File: src/rtl/bus_guard_pkg.sv
// Shared types and constants for the bus timeout guard.
// Imported by the guard RTL and its bench.
package bus_guard_pkg;

    typedef enum logic [1:0] {
        IDLE,
        WAIT,
        ABORT,
        GAP
    } guard_state_e;

    localparam logic [31:0] ERR_RDATA_DEF = 32'hDEAD_BEEF;
    localparam int          ERR_CNT_W     = 8;

    // Error counter sticks at all-ones rather than wrapping back to zero.
    function automatic logic [ERR_CNT_W-1:0] sat_inc(input logic [ERR_CNT_W-1:0] v);
        return (&v) ? v : v + ERR_CNT_W'(1);
    endfunction

endpackage

File: src/rtl/bus_timeout_guard_if.sv
// Core-side and bus-side transfer signals around the timeout guard.
// The guard uses the slave modport; the surrounding core/bus uses master.
interface bus_timeout_guard_if;

    logic        core_valid_i;
    logic [31:0] core_addr_i;
    logic [31:0] core_wdata_i;
    logic [3:0]  core_wstrb_i;
    logic [31:0] core_rdata_o;
    logic        core_ready_o;
    logic        bus_valid_o;
    logic [31:0] bus_addr_o;
    logic [31:0] bus_wdata_o;
    logic [3:0]  bus_wstrb_o;
    logic [31:0] bus_rdata_i;
    logic        bus_ready_i;

    modport slave (
        input  core_valid_i, core_addr_i, core_wdata_i, core_wstrb_i,
        input  bus_rdata_i, bus_ready_i,
        output core_rdata_o, core_ready_o,
        output bus_valid_o, bus_addr_o, bus_wdata_o, bus_wstrb_o
    );

    modport master (
        output core_valid_i, core_addr_i, core_wdata_i, core_wstrb_i,
        output bus_rdata_i, bus_ready_i,
        input  core_rdata_o, core_ready_o,
        input  bus_valid_o, bus_addr_o, bus_wdata_o, bus_wstrb_o
    );

endinterface

File: src/rtl/bus_timeout_guard.sv
// Zero-latency pass-through between core and bus that aborts any access whose
// slave fails to answer within TIMEOUT_CYC cycles, logging and flagging it.
module bus_timeout_guard
    import bus_guard_pkg::*;
#(
    parameter int unsigned TIMEOUT_CYC = 1024,
    parameter logic [31:0] ERR_RDATA   = ERR_RDATA_DEF
) (
    input  logic                 clk_i,
    input  logic                 rst_n_i,
    bus_timeout_guard_if.slave   gif,
    input  logic                 err_clr_i,
    output logic                 err_irq_o,
    output logic [31:0]          err_addr_o,
    output logic                 err_we_o,
    output logic [ERR_CNT_W-1:0] err_cnt_o
);

    localparam int             CNT_W    = $clog2(TIMEOUT_CYC + 1);
    localparam logic [CNT_W-1:0] CNT_LAST = CNT_W'(TIMEOUT_CYC - 1);

    guard_state_e         state, state_nxt;
    logic [CNT_W-1:0]     cnt, cnt_nxt;
    logic [31:0]          err_addr_nxt;
    logic                 err_we_nxt;
    logic [ERR_CNT_W-1:0] err_cnt_nxt;

    assign gif.bus_addr_o  = gif.core_addr_i;
    assign gif.bus_wdata_o = gif.core_wdata_i;
    assign gif.bus_wstrb_o = gif.core_wstrb_i;

    always_comb begin
        state_nxt        = state;
        cnt_nxt          = cnt;
        err_addr_nxt     = err_addr_o;
        err_we_nxt       = err_we_o;
        err_cnt_nxt      = err_cnt_o;
        gif.bus_valid_o  = gif.core_valid_i;
        gif.core_ready_o = gif.bus_ready_i & gif.core_valid_i;
        gif.core_rdata_o = gif.bus_rdata_i;
        err_irq_o        = 1'b0;

        // Clear is applied first so an abort in the same cycle still records.
        if (err_clr_i) begin
            err_addr_nxt = '0;
            err_we_nxt   = 1'b0;
            err_cnt_nxt  = '0;
        end

        unique case (state)
            IDLE: begin
                if (gif.core_valid_i && !gif.bus_ready_i) begin
                    state_nxt = WAIT;
                    cnt_nxt   = CNT_W'(1);
                end
            end
            WAIT: begin
                if (gif.bus_ready_i || !gif.core_valid_i) begin
                    state_nxt = IDLE;
                    cnt_nxt   = '0;
                end else if (cnt == CNT_LAST) begin
                    state_nxt = ABORT;
                    cnt_nxt   = '0;
                end else begin
                    cnt_nxt   = cnt + CNT_W'(1);
                end
            end
            ABORT: begin
                gif.bus_valid_o  = 1'b0;
                gif.core_ready_o = 1'b1;
                gif.core_rdata_o = ERR_RDATA;
                err_irq_o        = 1'b1;
                err_addr_nxt     = gif.core_addr_i;
                err_we_nxt       = |gif.core_wstrb_i;
                err_cnt_nxt      = sat_inc(err_cnt_nxt);
                state_nxt        = GAP;
            end
            GAP: begin
                // A late ready from the abandoned slave is swallowed here.
                gif.bus_valid_o  = 1'b0;
                gif.core_ready_o = 1'b0;
                state_nxt        = IDLE;
            end
            default: begin
                state_nxt = IDLE;
                cnt_nxt   = '0;
            end
        endcase

        if (!rst_n_i) begin
            gif.bus_valid_o  = 1'b0;
            gif.core_ready_o = 1'b0;
            err_irq_o        = 1'b0;
        end
    end

    always_ff @(posedge clk_i) begin
        if (!rst_n_i) begin
            state      <= IDLE;
            cnt        <= '0;
            err_addr_o <= '0;
            err_we_o   <= 1'b0;
            err_cnt_o  <= '0;
        end else begin
            state      <= state_nxt;
            cnt        <= cnt_nxt;
            err_addr_o <= err_addr_nxt;
            err_we_o   <= err_we_nxt;
            err_cnt_o  <= err_cnt_nxt;
        end
    end

endmodule

File: src/flat_wrapper.sv
// flat-port wrapper written by rule: the top's interface ports become plain ports
module bus_timeout_guard_flat import bus_guard_pkg::*;
#(
    parameter int unsigned TIMEOUT_CYC = 1024,
    parameter logic [31:0] ERR_RDATA   = ERR_RDATA_DEF
)
  (clk_i, rst_n_i, err_clr_i, err_irq_o, err_addr_o, err_we_o, err_cnt_o, gif_core_valid_i, gif_core_addr_i, gif_core_wdata_i, gif_core_wstrb_i, gif_bus_rdata_i, gif_bus_ready_i, gif_core_rdata_o, gif_core_ready_o, gif_bus_valid_o, gif_bus_addr_o, gif_bus_wdata_o, gif_bus_wstrb_o);
  bus_timeout_guard_if gif_i ();
  input  logic clk_i;
  input  logic rst_n_i;
  input  logic err_clr_i;
  output logic err_irq_o;
  output logic [31:0] err_addr_o;
  output logic err_we_o;
  output logic [ERR_CNT_W-1:0] err_cnt_o;
  input wire logic [$bits(gif_i.core_valid_i)-1:0] gif_core_valid_i;
  input wire logic [$bits(gif_i.core_addr_i)-1:0] gif_core_addr_i;
  input wire logic [$bits(gif_i.core_wdata_i)-1:0] gif_core_wdata_i;
  input wire logic [$bits(gif_i.core_wstrb_i)-1:0] gif_core_wstrb_i;
  input wire logic [$bits(gif_i.bus_rdata_i)-1:0] gif_bus_rdata_i;
  input wire logic [$bits(gif_i.bus_ready_i)-1:0] gif_bus_ready_i;
  output wire logic [$bits(gif_i.core_rdata_o)-1:0] gif_core_rdata_o;
  output wire logic [$bits(gif_i.core_ready_o)-1:0] gif_core_ready_o;
  output wire logic [$bits(gif_i.bus_valid_o)-1:0] gif_bus_valid_o;
  output wire logic [$bits(gif_i.bus_addr_o)-1:0] gif_bus_addr_o;
  output wire logic [$bits(gif_i.bus_wdata_o)-1:0] gif_bus_wdata_o;
  output wire logic [$bits(gif_i.bus_wstrb_o)-1:0] gif_bus_wstrb_o;
  assign gif_i.core_valid_i = gif_core_valid_i;
  assign gif_i.core_addr_i = gif_core_addr_i;
  assign gif_i.core_wdata_i = gif_core_wdata_i;
  assign gif_i.core_wstrb_i = gif_core_wstrb_i;
  assign gif_i.bus_rdata_i = gif_bus_rdata_i;
  assign gif_i.bus_ready_i = gif_bus_ready_i;
  assign gif_core_rdata_o = gif_i.core_rdata_o;
  assign gif_core_ready_o = gif_i.core_ready_o;
  assign gif_bus_valid_o = gif_i.bus_valid_o;
  assign gif_bus_addr_o = gif_i.bus_addr_o;
  assign gif_bus_wdata_o = gif_i.bus_wdata_o;
  assign gif_bus_wstrb_o = gif_i.bus_wstrb_o;
  bus_timeout_guard #(.TIMEOUT_CYC(TIMEOUT_CYC), .ERR_RDATA(ERR_RDATA)) u_core (.clk_i(clk_i), .rst_n_i(rst_n_i), .gif(gif_i), .err_clr_i(err_clr_i), .err_irq_o(err_irq_o), .err_addr_o(err_addr_o), .err_we_o(err_we_o), .err_cnt_o(err_cnt_o));
endmodule
File: config.mk
export PLATFORM = sky130hd
export DESIGN_NAME = bus_timeout_guard_flat
export DESIGN_NICKNAME = d
export VERILOG_FILES = /design/src/rtl/bus_guard_pkg.sv /design/src/rtl/bus_timeout_guard_if.sv /design/src/rtl/bus_timeout_guard.sv /design/src/flat_wrapper.sv
export SDC_FILE = /design/constraint.sdc
export NUM_CORES = 1
export LEC_CHECK = 0
export ABC_AREA = 1
export CORE_UTILIZATION = 33
export DETAILED_ROUTE_END_ITERATION = 8
export GPL_TIMING_DRIVEN = 1
export HOLD_SLACK_MARGIN = 0.12
export PLACE_DENSITY = 0.85
export SKIP_CTS_REPAIR_TIMING = 1
export SYNTH_ARGS = -nofsm -noshare
export SYNTH_HDL_FRONTEND = slang
export SYNTH_SLANG_ARGS = --single-unit
File: constraint.sdc
create_clock -name clk_i -period 1.9 [get_ports clk_i]
set_input_delay 0.38 -clock clk_i [delete_from_list [all_inputs] [get_ports clk_i]]
set_output_delay 0.38 -clock clk_i [all_outputs]
set_load 0.01 [all_outputs]
==> summary.txt <==
Job
  • Max-cap violation count: 0

Placed design
  • Placed insts: 587
  • GP Congestion: 0.812
  • DPL Wire Length: 6860 um
  • Setup WS pre-CTS: -0.316 ns
  • PortBufs: 184
  • Cell Area, Placed: 4510 um^2

Die
  • FP Rows: 34
  • Die ar.: 9380 um^2
  • Core area: 8720 um^2
  • Die Ht: 96.9 um
  • Initial Util: 34.0%
  • Die width: 96.9 um
  • IO Count: 249

STA
  • Clock period minus worst slack: 1.84 ns
  • Slew @ Worst Pin: 0.443 ns
  • RSZ-0062 raised after global routing: false
  • Final Setup Violations: 0
  • Fmax: 0.543 GHz
  • Crit share post-route: 96.9%
  • PnR worst setup slack: 0.0595 ns
  • Final Skew: 0.00620 ns
  • Max-slew headroom: 70.5%
  • Final hold vios: 0
  • Fin. max-slew vios: 0

Synthesis
  • Yosys top cell area share: 36.4%
  • Most used DFF post-synth: dfxtp_1
  • Async S/R FF share, synth: 0%
  • Sequential area share after synthesis: 36.4%
  • Synth Cell Area: 2970 um^2
  • Syn_nets: 469
  • Post-synth EDFFs: 0
  • Post-synthesis adder-cell area fraction: 0.843%
  • Largest family of logic cells by synthesized area: buffers and inverters
  • Post-Synth XOR/XNOR Area: 0.885%
  • Synthesized area per cell: 8.20 um^2
  • Syn. warnings: 0
  • Top post-synthesis cells by area: dfxtp_1 (36%), buf_4 (18%), a32o_1 (11%)
  • Most frequent cells after synthesis: buf_4 (71), dfxtp_1 (54), nand2_1 (34)
  • Post-synthesis compound-gate area fraction: 15.4%
  • Unique masters post-synth: 31
  • Synth area leader: dfxtp_1
  • Simple-gate share of the synthesized area: 22.3%
  • Flops & latches, synth: 54
  • Mapped Cells: 362
  • Count leader, synth: buf_4
  • Mux share of post-synthesis cell area: 0%

Routing
  • Drt first pass iters: 4
  • Initial DRC count: 63
  • Wire length per cell: 14.8 um
  • DR vias: 2928
  • Drc violations: 0
  • Total Wirelength: 8790 um
  • Vias per Instance: 4.91
  • Antenna Nets Post-Route: 0

GRT
  • Pin count of the biggest net entering global routing: 44
  • First-pass GRT wire length: 14200 um
  • Initial antenna violation count: 0
  • Total track usage: 18.0%
  • Vias in the first global route: 2996
  • Total gr overflow: 0

Setup path
  • Critical path cell sequence: clkdlybuf4s50_1, clkdlybuf4s50_1
  • Crit path max fanout: 2
  • Crit path largest cell delay: 0.56 ns
  • Crit path max-delay family: buffers and inverters
  • CP Data Arrival Time: 1.46 ns
  • Most used cell along the critical path: clkdlybuf4s50_1
  • Endpoint type of the worst setup path: output pin
  • Worst EP required: 1.52 ns
  • Buf/Inv on CP: 2
  • Worst setup SP type: input port
  • Critical-path top delay cell: clkdlybuf4s50_1
  • Setup CP Type: input port to output pin

Pwr
  • Pleak: 0.00208 uW
  • Pwr Density: 515 nW/um^2
  • Worst vdd ir: 0.000332 V

Clocking
  • Sink Count: 54
  • Total clock buffers created by CTS: 5
  • Clk slew on worst S/H paths: 0.09 ns
  • Clk buf depth: 2
  • Clk root buf: clkbuf_8
  • Clk Latency, worst-skew pair: 0.30 ns
  • CTS H-tree lvls: 2
  • CTS tree: done

Finish
  • Final Core Density: 53.9%
  • Final Cell Area: 4700 um^2
  • Area Growth Syn to Fin: 58.4%
  • Fin cells: 596
  • Nets: 594
  • Layout cell share with drive strength beyond 1: 15.2%
  • N_diodes: 0

Status
  • Status: completed

Worst hold path
  • Hold Path Class: register to register
kinds of logic (layout without fill, tap and decap cells):
logic type	Yosys count	in the layout
AND/OR/NAND/NOR	130	130
XOR/XNOR	3	3
buffers and inverters	115	241
flip-flops	54	54
adder cells (fa/ha/maj)	2	2
AO/OA/AOI/OAI	58	58
path summary, 6_finish.rpt:
path / start / end / slack (ns) / cells past startpoint
worst min-delay path: u_core.cnt[10]$_SDFFE_PN0P_ / u_core.cnt[10]$_SDFFE_PN0P_ / 0.46 / 2
worst max register to register: u_core.cnt[0]$_SDFFE_PN0P_ / u_core.cnt[3]$_SDFFE_PN0P_ / 0.46 / 8
worst max-delay path: gif_core_addr_i[2] / gif_bus_addr_o[2] / 0.06 / 2
worst min register to register: u_core.cnt[10]$_SDFFE_PN0P_ / u_core.cnt[10]$_SDFFE_PN0P_ / 0.46 / 2
cells in the final DEF, fill, tap and decap left out, drive strengths merged, types with 12 or more instances in the layout:
cell	n
nor2	38
clkdlybuf4s50	149
nand2	42
inv	33
o21ai	12
dfxtp	54
dlymetal6s2s	28
nand3	16
buf	17
or2	24
a32o	32
clkbuf	13
state kept, by name (all words and copies together), names as in the netlist, named ones only:
signal	cells
u_core.state	1
u_core.err_addr_o	32
u_core.err_cnt_o	8
u_core.cnt	11
u_core.err_we_o	1
layout make-up:
class                      count  area (um^2)
tap                          108          135
timing repair buffer         201         2060
clock inverter                 2         38.8
fill                         761         4020
multi-input combinational    193         1180
inverter                      32          125
sequential                    54         1080
clock buffer                   6         82.6
power by group:
part | total [uW] | leakage, uW | switching, uW | internal (uW)
clock | 827 | 0.0000618 | 393 | 434
sequential | 1140 | 0.000436 | 3.10 | 1130
combinational | 458 | 0.00158 | 174 | 284
total | 2420 | 0.00208 | 570 | 1850
layer usage:
layer,track usage [%],vias to the layer above,routed length [um]
met5,0,-,0
met4,5.40,0,141
met3,5.92,11,810
met2,35.2,168,4730
met1,17.7,1354,3110
li1,-,1395,-
per-stage QoR:
step | total power, uW | setup TNS [ns] | hold slack, ns
after floorplan | 1420 | 0 | 0.413
after CTS | 2480 | -7.25 | 0.458
after global placement | 1630 | -1.30 | 0.425
after detailed placement | 1640 | -2.01 | 0.443
after global routing | 2540 | 0 | 0.480
final | 2420 | 0 | 0.457
(Power assumes the default switching activity.)
